$ cat src/rtl/fp_align_seq_if.sv
`default_nettype none
// ---------------------------------------------------------------------------
// fp_align_seq_if : operand-in / aligned-pair-out handshake bundle
// Revision: 1.0
// ---------------------------------------------------------------------------
interface fp_align_seq_if;
   logic        in_valid;
   logic        in_ready;
   logic [31:0] a_bits;
   logic [31:0] b_bits;
   logic        out_valid;
   logic        out_ready;
   logic        sign_big;
   logic        sign_small;
   logic        eff_sub;
   logic [7:0]  exp_out;
   logic [23:0] mant_big;
   logic [26:0] mant_small;
   logic        special;

   modport master (
      output in_valid, a_bits, b_bits, out_ready,
      input  in_ready, out_valid, sign_big, sign_small, eff_sub,
             exp_out, mant_big, mant_small, special
   );

   modport slave (
      input  in_valid, a_bits, b_bits, out_ready,
      output in_ready, out_valid, sign_big, sign_small, eff_sub,
             exp_out, mant_big, mant_small, special
   );
endinterface
`default_nettype wire

$ cat src/rtl/fp_align_seq.sv
`default_nettype none
// ---------------------------------------------------------------------------
// fp_align_seq : orders an FP32 operand pair by magnitude and right-aligns the
//                smaller mantissa SHIFT_STEP bits per cycle with G/R/S bits.
// Revision: 1.0
// ---------------------------------------------------------------------------
module fp_align_seq #(
   parameter int SHIFT_STEP = 4
) (
   input  logic           clk,
   input  logic           rst_n,
   fp_align_seq_if.slave  bus
);

   localparam logic [4:0] STEP     = 5'(SHIFT_STEP);
   localparam logic [4:0] MAX_DIFF = 5'd27;

   typedef enum logic [1:0] {
      ST_IDLE  = 2'd0,
      ST_SHIFT = 2'd1,
      ST_HOLD  = 2'd2
   } state_t;

   state_t      state_q, state_d;
   logic        sign_big_q, sign_big_d;
   logic        sign_small_q, sign_small_d;
   logic [7:0]  exp_q, exp_d;
   logic [23:0] mant_big_q, mant_big_d;
   logic [26:0] mant_small_q, mant_small_d;
   logic        special_q, special_d;
   logic [4:0]  rem_q, rem_d;

   // Unpack
   logic [7:0]  a_exp, b_exp, a_eexp, b_eexp;
   logic [22:0] a_frac, b_frac;
   logic        a_hid, b_hid, a_is_big, cap_special;
   logic [7:0]  big_eexp, small_eexp, diff_raw;
   logic [4:0]  diff_clamp;

   assign a_exp  = bus.a_bits[30:23];
   assign b_exp  = bus.b_bits[30:23];
   assign a_frac = bus.a_bits[22:0];
   assign b_frac = bus.b_bits[22:0];
   assign a_hid  = (a_exp != 8'd0);
   assign b_hid  = (b_exp != 8'd0);
   assign a_eexp = a_hid ? a_exp : 8'd1;
   assign b_eexp = b_hid ? b_exp : 8'd1;

   // Ties favour A as the big operand.
   assign a_is_big    = ({a_eexp, a_frac} >= {b_eexp, b_frac});
   assign cap_special = (a_exp == 8'hFF) || (b_exp == 8'hFF);
   assign big_eexp    = a_is_big ? a_eexp : b_eexp;
   assign small_eexp  = a_is_big ? b_eexp : a_eexp;
   assign diff_raw    = big_eexp - small_eexp;
   assign diff_clamp  = (diff_raw > 8'(MAX_DIFF)) ? MAX_DIFF : diff_raw[4:0];

   // One shift step: bits pushed out fold into the sticky position.
   logic [4:0]  shift_k;
   logic [26:0] lost_mask, shifted_base, mant_shifted;
   logic        sticky_out;

   assign shift_k      = (rem_q < STEP) ? rem_q : STEP;
   assign lost_mask    = ~({27{1'b1}} << shift_k);
   assign shifted_base = mant_small_q >> shift_k;
   assign sticky_out   = |(mant_small_q & lost_mask);
   assign mant_shifted = {shifted_base[26:1], shifted_base[0] | sticky_out};

   always_comb begin
      state_d      = state_q;
      sign_big_d   = sign_big_q;
      sign_small_d = sign_small_q;
      exp_d        = exp_q;
      mant_big_d   = mant_big_q;
      mant_small_d = mant_small_q;
      special_d    = special_q;
      rem_d        = rem_q;

      case (state_q)
         ST_IDLE: begin
            if (bus.in_valid) begin
               sign_big_d   = a_is_big ? bus.a_bits[31] : bus.b_bits[31];
               sign_small_d = a_is_big ? bus.b_bits[31] : bus.a_bits[31];
               exp_d        = cap_special ? 8'hFF : big_eexp;
               mant_big_d   = a_is_big ? {a_hid, a_frac} : {b_hid, b_frac};
               mant_small_d = a_is_big ? {b_hid, b_frac, 3'b000}
                                       : {a_hid, a_frac, 3'b000};
               special_d    = cap_special;
               rem_d        = diff_clamp;
               state_d      = (cap_special || diff_clamp == 5'd0) ? ST_HOLD : ST_SHIFT;
            end
         end
         ST_SHIFT: begin
            mant_small_d = mant_shifted;
            rem_d        = rem_q - shift_k;
            if (rem_q == shift_k) begin
               state_d = ST_HOLD;
            end
         end
         ST_HOLD: begin
            if (bus.out_ready) begin
               state_d = ST_IDLE;
            end
         end
         default: state_d = ST_IDLE;
      endcase
   end

   always_ff @(posedge clk) begin
      if (!rst_n) begin
         state_q      <= ST_IDLE;
         sign_big_q   <= 1'b0;
         sign_small_q <= 1'b0;
         exp_q        <= 8'd0;
         mant_big_q   <= 24'd0;
         mant_small_q <= 27'd0;
         special_q    <= 1'b0;
         rem_q        <= 5'd0;
      end else begin
         state_q      <= state_d;
         sign_big_q   <= sign_big_d;
         sign_small_q <= sign_small_d;
         exp_q        <= exp_d;
         mant_big_q   <= mant_big_d;
         mant_small_q <= mant_small_d;
         special_q    <= special_d;
         rem_q        <= rem_d;
      end
   end

   assign bus.in_ready   = (state_q == ST_IDLE);
   assign bus.out_valid  = (state_q == ST_HOLD);
   assign bus.sign_big   = sign_big_q;
   assign bus.sign_small = sign_small_q;
   assign bus.eff_sub    = sign_big_q ^ sign_small_q;
   assign bus.exp_out    = exp_q;
   assign bus.mant_big   = mant_big_q;
   assign bus.mant_small = mant_small_q;
   assign bus.special    = special_q;

endmodule
`default_nettype wire

$ cat src/flat_wrapper.sv
// flat-port wrapper written by rule: the top's interface ports become plain ports
module fp_align_seq_flat 
#(
   parameter int SHIFT_STEP = 4
)
  (clk, rst_n, bus_in_valid, bus_a_bits, bus_b_bits, bus_out_ready, bus_in_ready, bus_out_valid, bus_sign_big, bus_sign_small, bus_eff_sub, bus_exp_out, bus_mant_big, bus_mant_small, bus_special);
  fp_align_seq_if bus_i ();
  input  logic clk;
  input  logic rst_n;
  input wire logic [$bits(bus_i.in_valid)-1:0] bus_in_valid;
  input wire logic [$bits(bus_i.a_bits)-1:0] bus_a_bits;
  input wire logic [$bits(bus_i.b_bits)-1:0] bus_b_bits;
  input wire logic [$bits(bus_i.out_ready)-1:0] bus_out_ready;
  output wire logic [$bits(bus_i.in_ready)-1:0] bus_in_ready;
  output wire logic [$bits(bus_i.out_valid)-1:0] bus_out_valid;
  output wire logic [$bits(bus_i.sign_big)-1:0] bus_sign_big;
  output wire logic [$bits(bus_i.sign_small)-1:0] bus_sign_small;
  output wire logic [$bits(bus_i.eff_sub)-1:0] bus_eff_sub;
  output wire logic [$bits(bus_i.exp_out)-1:0] bus_exp_out;
  output wire logic [$bits(bus_i.mant_big)-1:0] bus_mant_big;
  output wire logic [$bits(bus_i.mant_small)-1:0] bus_mant_small;
  output wire logic [$bits(bus_i.special)-1:0] bus_special;
  assign bus_i.in_valid = bus_in_valid;
  assign bus_i.a_bits = bus_a_bits;
  assign bus_i.b_bits = bus_b_bits;
  assign bus_i.out_ready = bus_out_ready;
  assign bus_in_ready = bus_i.in_ready;
  assign bus_out_valid = bus_i.out_valid;
  assign bus_sign_big = bus_i.sign_big;
  assign bus_sign_small = bus_i.sign_small;
  assign bus_eff_sub = bus_i.eff_sub;
  assign bus_exp_out = bus_i.exp_out;
  assign bus_mant_big = bus_i.mant_big;
  assign bus_mant_small = bus_i.mant_small;
  assign bus_special = bus_i.special;
  fp_align_seq #(.SHIFT_STEP(SHIFT_STEP)) u_core (.clk(clk), .rst_n(rst_n), .bus(bus_i));
endmodule
$ cat config.mk
export PLATFORM = sky130hd
export DESIGN_NAME = fp_align_seq_flat
export DESIGN_NICKNAME = d
export VERILOG_FILES = /design/src/rtl/fp_align_seq_if.sv /design/src/rtl/fp_align_seq.sv /design/src/flat_wrapper.sv
export SDC_FILE = /design/constraint.sdc
export NUM_CORES = 1
export LEC_CHECK = 0
export ABC_AREA = 1
export ABC_CLOCK_PERIOD_IN_PS = 3600
export CAP_MARGIN = 10
export CORE_MARGIN = 3
export CORE_UTILIZATION = 40
export CTS_CLUSTER_SIZE = 25
export DETAILED_ROUTE_END_ITERATION = 8
export HOLD_SLACK_MARGIN = 0.05
export PLACE_DENSITY = 0.8
export SYNTH_ARGS = -nofsm -noshare
export SYNTH_HDL_FRONTEND = slang
export SYNTH_SLANG_ARGS = --single-unit
$ cat constraint.sdc
create_clock -name clk -period 3.6 [get_ports clk]
set_clock_uncertainty 0.15 [all_clocks]
set_input_delay 0.72 -clock clk [delete_from_list [all_inputs] [get_ports clk]]
set_output_delay 0.72 -clock clk [all_outputs]
set_load 0.01 [all_outputs]
==> results.py, run 1 <==
metrics = {
    "status": {
        "outcome": "complete, but fails checks",
        "violated_checks": "negative setup slack",
    },
    "clocking": {
        "tritoncts": "built",
        "clock_tree.root_cell": "sky130_fd_sc_hd__clkbuf_16",
        "cts.sink_count": 69,
        "cts_buffers": 9,
        "max_root_sink_buffers": 2,
        "cts-htree-levels": 3,
        "clk_transition_reported_paths_ps": 60,
        "worst_skew_pair.late_latency_ps": 350,
        "ctsHoldBuffers": 0,
    },
    "synth": {
        "postSynthAreaPerCell_sq_um": 6.35,
        "cells_after_synthesis": 853,
        "synth_ff_type": "sky130_fd_sc_hd__dfxtp_1",
        "synthesis.area_sq_mm": 0.00542,
        "syn-num-nets": 952,
        "synthesis.yosys.warnings": 0,
        "ys_ff_latch": 69,
        "synth_cell_type_count": 43,
        "fraction_of_synthesis_flops_using_an_asynchronous_set_or_reset_pin_pct": 0,
        "synth_enable_flop_cells": 0,
        "ys_seq_area_share_pct": 25.5,
    },
    "critical_path": {
        "worstSetupEndpointType": "register",
        "critPathLaunchType": "input pin",
        "r2r.worst_path.cells": 12,
        "critPathRequiredTime_ps": 3680,
        "path_max_fanout": 5,
        "critPathKind": "in2reg",
        "cp_data_arrival_time_ps": 3800,
    },
    "die": {
        "std_cell_rows": 41,
        "die_width_microns": 122,
        "start_util_pct": 41.9,
        "fp.coreArea_sq_mm": 0.0129,
        "boundaryPins": 133,
        "floorplan.die_area_sq_mm": 0.0150,
        "die_h_microns": 122,
    },
    "min_path": {
        "min_path_cells": 2,
        "timing.hold.worst.class": "reg2reg",
    },
    "global_routing": {
        "grt_remaining_overflow": 0,
        "grt_antenna_before_repair": 0,
        "via_count_of_the_first_global_routing_pass": 6353,
        "total_routing_resource_utilization_after_global_routing_pct": 26.3,
        "largest_net_degree_at_the_start_of_global_routing": 41,
        "grt_first_pass_wirelength_mm": 31.1,
    },
    "timing": {
        "worst_slack_ps": -122,
        "final.hold.worst_slack_ps": 313,
        "finalWorstPathRequiredPeriod_ps": 3720,
        "unrepaired_setup_endpoints_after_global_routing": "true",
        "clock.fmax_mhz": 269,
        "finalMaxSlewViolations": 0,
        "hold_viol": 0,
        "report.final.setup_viol": 7,
        "final_min_period_over_clock_period_pct": 103,
        "rel_slew_slack_pct": 59.8,
        "worstMarginPinSlew_ps": 600,
    },
    "pwr": {
        "power_leakage_uw": 0.00377,
        "vdd.ir_drop.worst_mv": 0.351,
        "power_density_mw_per_mm2": 619,
        "p_total_uw": 5150,
    },
    "detailed_routing": {
        "drt_iter0_markers": 780,
        "drt-wirelength-per-cell_microns": 15.9,
        "route.antenna.remaining_nets": 0,
        "drtPass1Iterations": 5,
        "drt_wl_total_mm": 20.1,
        "vias_per_cell": 5.50,
        "detail_route.drc_violations": 0,
        "detailroute.via_count": 6984,
    },
    "finish": {
        "num-nets-final": 1191,
        "multiInputGateArea_sq_mm": 0.00352,
        "drive_above_1_share_pct": 20.1,
        "instances_no_fill": 1270,
        "layout_commonest_cell": "sky130_fd_sc_hd__nand2_1",
        "layout-area-overhead-vs-synth_pct": 53.4,
        "area.sequential_sq_mm": 0.00138,
        "design_area_sq_mm": 0.00832,
        "layout_common_cells": "200 x sky130_fd_sc_hd__nand2_1, 144 x sky130_fd_sc_hd__buf_4, 116 x sky130_fd_sc_hd__clkdlybuf4s50_1, 102 x sky130_fd_sc_hd__inv_1, 73 x sky130_fd_sc_hd__a21oi_1",
        "n_fill_cell": 1154,
    },
    "placed_design": {
        "placed_insts": 1236,
        "routabilityCongestion": 0.959,
        "detailedPlacementHpwl_mm": 14.8,
        "io_buffers": 132,
        "placement.cell_area_sq_mm": 0.00779,
    },
    "flow_run": {
        "max_cap_violations": 0,
    },
}
logic make-up (layout without fill, tap and decap cells):
group	after synthesis	count (layout)	share of synthesized area, %
other cells	1	2	0.0692
compound gates	259	259	29.2
flops	69	69	25.5
fa+ha+maj	31	31	7.16
xor+xnor	3	3	0.623
buf+inv	171	415	12.0
simple gates	319	319	25.4
metrics by stage:
stage / setup TNS, ps / setup WS [ps] / util, %
2_1_floorplan: 0 / 8.14 / -
3_3_place_gp: -9410 / -591 / 60.3
5_1_grt: -2350 / -408 / 64.3
4_1_cts: 0 / 7.39 / 63.5
3_5_place_dp: -12230 / -686 / 60.3
6_report: -373 / -122 / 64.3
what timing repair did:
item                                    4_1_cts  5_1_grt
pin swaps                                    23       24
endpoints found under the setup margin        8       13
resized for setup                            24       29
setup buffers                                13        5
area by class of cell:
class / count / area share, %
repair buffers: 278 / 29.3
clock inverters: 4 / 0.662
well taps: 172 / 2.59
inverters: 121 / 5.46
flip-flops and latches: 69 / 16.6
diodes: 1 / 0.0301
multi-input cells: 613 / 42.3
clock buffers: 12 / 3.08
worst paths after layout:
path                               to                   start  slack [ps]
max reg2reg  u_core.bus.mant_small[4]         u_core.rem_q[4]         950
min            u_core.bus.mant_big[7]  u_core.bus.mant_big[7]         310
max                   u_core.rem_q[4]          bus_a_bits[25]        -120
min reg2reg    u_core.bus.mant_big[7]  u_core.bus.mant_big[7]         310
critical path, cell delays in order:
cell and delay (ps):
sky130_fd_sc_hd__dlygate4sd2_1 290, sky130_fd_sc_hd__inv_2 60, sky130_fd_sc_hd__nand4_1 90, sky130_fd_sc_hd__nor2_2 60
sky130_fd_sc_hd__nor2_2 140, sky130_fd_sc_hd__inv_2 80, sky130_fd_sc_hd__ha_4 290, sky130_fd_sc_hd__nand2_2 50
sky130_fd_sc_hd__nor2_1 100, sky130_fd_sc_hd__nand2_1 60, sky130_fd_sc_hd__nor2_1 140, sky130_fd_sc_hd__nand3_1 120
sky130_fd_sc_hd__nand2_2 100, sky130_fd_sc_hd__nor2_4 50, sky130_fd_sc_hd__nand4_1 140, sky130_fd_sc_hd__nand3_4 110
sky130_fd_sc_hd__ha_4 170, sky130_fd_sc_hd__inv_2 60, sky130_fd_sc_hd__nand3_4 90, sky130_fd_sc_hd__nand2_2 100
sky130_fd_sc_hd__nand4_1 130, sky130_fd_sc_hd__nand3_2 130, sky130_fd_sc_hd__nor2_4 50, sky130_fd_sc_hd__nor2_4 150
sky130_fd_sc_hd__nand3_2 90, sky130_fd_sc_hd__o21bai_1 150, sky130_fd_sc_hd__a21oi_1 90
synthesized netlist by cell type (2+ instances only):
library cell,number,share of area (%)
sky130_fd_sc_hd__a21oi_1,73,6.7
sky130_fd_sc_hd__a31oi_1,24,2.8
sky130_fd_sc_hd__buf_2,2,0.18
sky130_fd_sc_hd__clkbuf_1,46,3.2
sky130_fd_sc_hd__clkinv_1,2,0.14
sky130_fd_sc_hd__dfxtp_1,69,25
sky130_fd_sc_hd__ha_1,31,7.2
sky130_fd_sc_hd__inv_1,111,7.7
sky130_fd_sc_hd__inv_2,8,0.55
sky130_fd_sc_hd__nand2_1,208,14
sky130_fd_sc_hd__nand2_2,5,0.58
sky130_fd_sc_hd__nand3_1,27,2.5
sky130_fd_sc_hd__nand3_2,4,0.74
sky130_fd_sc_hd__nand4_1,17,2.0
sky130_fd_sc_hd__nor2_1,41,2.8
sky130_fd_sc_hd__nor2_2,2,0.23
sky130_fd_sc_hd__nor2_4,4,0.83
sky130_fd_sc_hd__nor3_1,3,0.28
sky130_fd_sc_hd__nor4_1,4,0.46
sky130_fd_sc_hd__o211ai_1,66,9.1
sky130_fd_sc_hd__o21ai_0,66,6.1
sky130_fd_sc_hd__o21ai_1,2,0.18
sky130_fd_sc_hd__o221ai_1,15,2.4
sky130_fd_sc_hd__o22ai_1,2,0.23
sky130_fd_sc_hd__o31ai_1,2,0.28
sky130_fd_sc_hd__xor2_1,2,0.32
registers in the layout, summed over array words and instances, names as in the netlist:
register and count:
u_core.bus.exp_out 8, u_core.bus.mant_big 24, u_core.bus.mant_small 27, u_core.bus.sign_big 1, u_core.bus.sign_small 1, u_core.bus.special 1
u_core.rem_q 5, u_core.state_q 2
power by group:
part           total (uW)  switching [uW]  internal (uW)
sequential           1250             233           1020
combinational        2950            1700           1250
clock                 947             369            578
total                5150            2310           2840
layer usage:
| metal | track usage, % | vias up | wire length [microns] |
|---|---|---|---|
| li1 | - | 3402 | - |
| met1 | 34.2 | 3192 | 8460 |
| met2 | 42.6 | 331 | 9450 |
| met3 | 5.39 | 59 | 1550 |
| met4 | 10.3 | 0 | 684 |
| met5 | 0 | - | 0 |
(Power assumes the default switching activity.)
==> run 2, diff against run 1 <==
--- a/config.mk
+++ b/config.mk
@@ -9,11 +9,11 @@
 export ABC_CLOCK_PERIOD_IN_PS = 3600
 export CAP_MARGIN = 10
 export CORE_MARGIN = 3
-export CORE_UTILIZATION = 40
+export CORE_UTILIZATION = 46
 export CTS_CLUSTER_SIZE = 25
 export DETAILED_ROUTE_END_ITERATION = 8
 export HOLD_SLACK_MARGIN = 0.05
-export PLACE_DENSITY = 0.8
+export PLACE_DENSITY = 0.89
 export SYNTH_ARGS = -nofsm -noshare
 export SYNTH_HDL_FRONTEND = slang
 export SYNTH_SLANG_ARGS = --single-unit
==> run 2 against run 1 <==
Compared with the run above: final cell count down 3.9%; fmax increased by 0.41%; critical endpoint unchanged; global-route usage up 3.4 points; sequential power hardly changed; largest cell class unchanged; wire length fell by 3.9%; the flow still finishes with violations (negative setup slack); combinational power down 2%; critical path depth shrank 3; worst hold slack better by 3.0 ps.
==> results.py, run 2 (synthesis results as in run 1) <==
metrics = {
    "detailed_routing": {
        "drt-wirelength-per-cell_microns": 15.9,
        "detailroute.via_count": 6939,
        "detail_route.drc_violations": 0,
        "drtPass1Iterations": 6,
        "drt_wl_total_mm": 19.4,
        "drt_iter0_markers": 780,
        "route.antenna.remaining_nets": 0,
        "vias_per_cell": 5.69,
    },
    "critical_path": {
        "r2r_setup_slack_ps": 910,
        "critical_path.max_stage_delay_ps": 450,
        "critPathKind": "in2reg",
        "critPathLaunchType": "input pin",
        "worst_flop_to_flop_path_startpoint": "u_core.rem_q[4]",
        "worstSetupEndpointType": "register",
        "reg2reg_capture_point": "u_core.rem_q[4]",
        "critical-path-slowest-cell": "sky130_fd_sc_hd__clkdlybuf4s50_1",
        "critical_path_buf_inv_count": 4,
        "r2r.worst_path.cells": 15,
        "cp_data_arrival_time_ps": 3780,
        "cp_top_family": "simple AND/OR/NAND/NOR gates",
        "critPathRequiredTime_ps": 3670,
        "path_max_fanout": 4,
        "timing.critical_path.cells": "clkdlybuf4s50_1 -> nor2_2 -> nand2_1 -> nand2_2 -> inv_2 -> ha_4 -> inv_1 -> nor2_1 -> nand3_2 -> nor2_4 -> nand2_4 -> nand4_1 -> nand3_4 -> ha_4 -> inv_2 -> nand3_4 -> nand2_2 -> nand4_1 -> nand3_2 -> nor2_4 -> nor2_4 -> nand3_2 -> o21bai_1 -> a21oi_1",
        "number_of_cells_on_the_critical_path": 24,
    },
    "die": {
        "die_h_microns": 115,
        "fp.coreArea_sq_mm": 0.0115,
        "die_width_microns": 115,
        "start_util_pct": 47.3,
        "floorplan.die_area_sq_mm": 0.0131,
        "boundaryPins": 133,
        "std_cell_rows": 39,
    },
    "global_routing": {
        "total_routing_resource_utilization_after_global_routing_pct": 29.7,
        "via_count_of_the_first_global_routing_pass": 6518,
        "grt_antenna_before_repair": 0,
        "grt_first_pass_wirelength_mm": 31.3,
        "grt_remaining_overflow": 0,
        "largest_net_degree_at_the_start_of_global_routing": 47,
    },
    "placed_design": {
        "placement.cell_area_sq_mm": 0.00765,
        "io_buffers": 132,
        "routabilityCongestion": 0.931,
        "detailedPlacementHpwl_mm": 14.2,
        "pre_cts_ws_ps": -716,
    },
    "timing": {
        "final_min_period_over_clock_period_pct": 103,
        "hold_viol": 0,
        "unrepaired_setup_endpoints_after_global_routing": "true",
        "clock.fmax_mhz": 270,
        "worstMarginPinSlew_ps": 686,
        "finalWorstPathRequiredPeriod_ps": 3710,
        "worst_slack_ps": -107,
        "final.hold.worst_slack_ps": 316,
        "rel_slew_slack_pct": 54.2,
        "finalMaxSlewViolations": 0,
        "report.final.setup_viol": 5,
    },
    "finish": {
        "num-nets-final": 1171,
        "multiInputGateArea_sq_mm": 0.00352,
        "n_fill_cell": 917,
        "drive_above_1_share_pct": 18.9,
        "area.sequential_sq_mm": 0.00138,
        "design_area_sq_mm": 0.00809,
        "layout_common_cells": "200 x sky130_fd_sc_hd__nand2_1, 123 x sky130_fd_sc_hd__buf_4, 117 x sky130_fd_sc_hd__clkdlybuf4s50_1, 103 x sky130_fd_sc_hd__inv_1, 73 x sky130_fd_sc_hd__a21oi_1",
        "n_antenna_cell": 0,
        "largest_reg_flops": 27,
        "layout_commonest_cell": "sky130_fd_sc_hd__nand2_1",
        "layout-area-overhead-vs-synth_pct": 49.3,
    },
    "min_path": {
        "min_path_cells": 2,
        "whs_endpoint": "u_core.bus.mant_big[6]",
        "timing.hold.worst.class": "reg2reg",
        "holdCritStartpoint": "u_core.bus.mant_big[6]",
    },
    "clocking": {
        "ctsHoldBuffers": 0,
        "tritoncts": "built",
        "cts_buffers": 9,
        "clock_tree.root_cell": "sky130_fd_sc_hd__clkbuf_16",
        "cts.sink_count": 69,
        "worst_skew_pair.late_latency_ps": 350,
        "clk_transition_reported_paths_ps": 60,
        "max_root_sink_buffers": 2,
        "cts-htree-levels": 3,
    },
    "pwr": {
        "sequentialPowerShare_pct": 25.1,
        "power_leakage_uw": 0.00364,
        "internal_power_uw": 2690,
        "clkPwrFrac_pct": 17.0,
        "power_density_mw_per_mm2": 615,
        "combinationalPowerShare_pct": 57.9,
        "vdd.ir_drop.worst_mv": 0.425,
        "netSwitchingPower_uw": 2290,
        "p_sw_share_pct": 46.0,
    },
    "flow_run": {
        "max_cap_violations": 0,
    },
    "status": {
        "violated_checks": "negative setup slack",
        "outcome": "complete, but fails checks",
    },
}
[run 2: cell count changes in the layout (fill, tap and decap cells not counted), moves of 2 or more]
cell	change
sky130_fd_sc_hd__inv_2	-2
sky130_fd_sc_hd__clkinv_2	+3
sky130_fd_sc_hd__buf_4	-21
sky130_fd_sc_hd__dlymetal6s2s_1	-2
sky130_fd_sc_hd__buf_6	+3
sky130_fd_sc_hd__nor2_2	+2
sky130_fd_sc_hd__clkbuf_8	-2
sky130_fd_sc_hd__nor2_1	-2
[run 2: cell type report]
type                       instances  area share (%)
timing repair buffer             258            28.2
multi-input combinational        613            43.5
sequential                        69            17.1
clock buffer                       9            2.78
clock inverter                     7           0.603
tap                              143            2.21
inverter                         121            5.64
[run 2: worst reg2reg max path, cell delays in order (launching register included)]
cell and delay [ps]:
sky130_fd_sc_hd__dfxtp_1 370, sky130_fd_sc_hd__nor2_1 90, sky130_fd_sc_hd__inv_1 70, sky130_fd_sc_hd__nor2_1 40, sky130_fd_sc_hd__buf_4 160, sky130_fd_sc_hd__inv_1 230, sky130_fd_sc_hd__buf_4 280, sky130_fd_sc_hd__nand2_1 100
sky130_fd_sc_hd__ha_1 200, sky130_fd_sc_hd__a21oi_1 150, sky130_fd_sc_hd__o21ai_0 100, sky130_fd_sc_hd__nand2_1 60, sky130_fd_sc_hd__o21ai_0 80, sky130_fd_sc_hd__o21ai_0 240, sky130_fd_sc_hd__o21bai_1 170, sky130_fd_sc_hd__a21oi_1 80
[run 2: power by group through the flow]
stage	Clock (uW)	Sequential, uW	Combinational (uW)
2_1_floorplan	0	1300	1540
3_3_place_gp	0	1250	2720
3_5_place_dp	0	1260	2770
4_1_cts	856	1240	2820
5_1_grt	885	1280	3160
6_report	846	1250	2880
[run 2: per-layer routing]
layer / share of wire (%) / track usage, % / wire length [microns] / up-vias
li1: - / - / - / 3368
met1: 41 / 37.3 / 7930 / 3147
met2: 47 / 48.2 / 9030 / 355
met3: 8.8 / 8.09 / 1700 / 69
met4: 3.6 / 11.8 / 700 / 0
met5: 0 / 0 / 0 / -
[run 2: worst max path at each step]
stage / startpoint / endpoint
finish: bus_b_bits[23] / u_core.rem_q[4]
global route: bus_b_bits[23] / u_core.rem_q[2]
CTS: bus_b_bits[28] / u_core.rem_q[4]
detailed placement: bus_b_bits[30] / u_core.rem_q[4]
global placement: bus_b_bits[30] / u_core.rem_q[4]
floorplan: bus_b_bits[29] / u_core.rem_q[4]
[run 2: what timing repair did]
item	4_1_cts	5_1_grt
buffers inserted	8	1
hold endpoints to repair	0	0
pin swaps	24	20
gates resized for setup	29	28
endpoints found under the setup margin	20	21
[run 2: metrics by stage]
step | total power (uW) | TNS [ps] | util (%) | std cells
global route | 5320 | -1870 | 70.6 | 1220
detailed placement | 4030 | -15540 | 66.7 | 1195
global placement | 3970 | -10620 | 66.7 | 1195
finish | 4980 | -325 | 70.6 | 1220
floorplan | 2840 | 0 | - | 853
CTS | 4910 | 0 | 69.9 | 1219
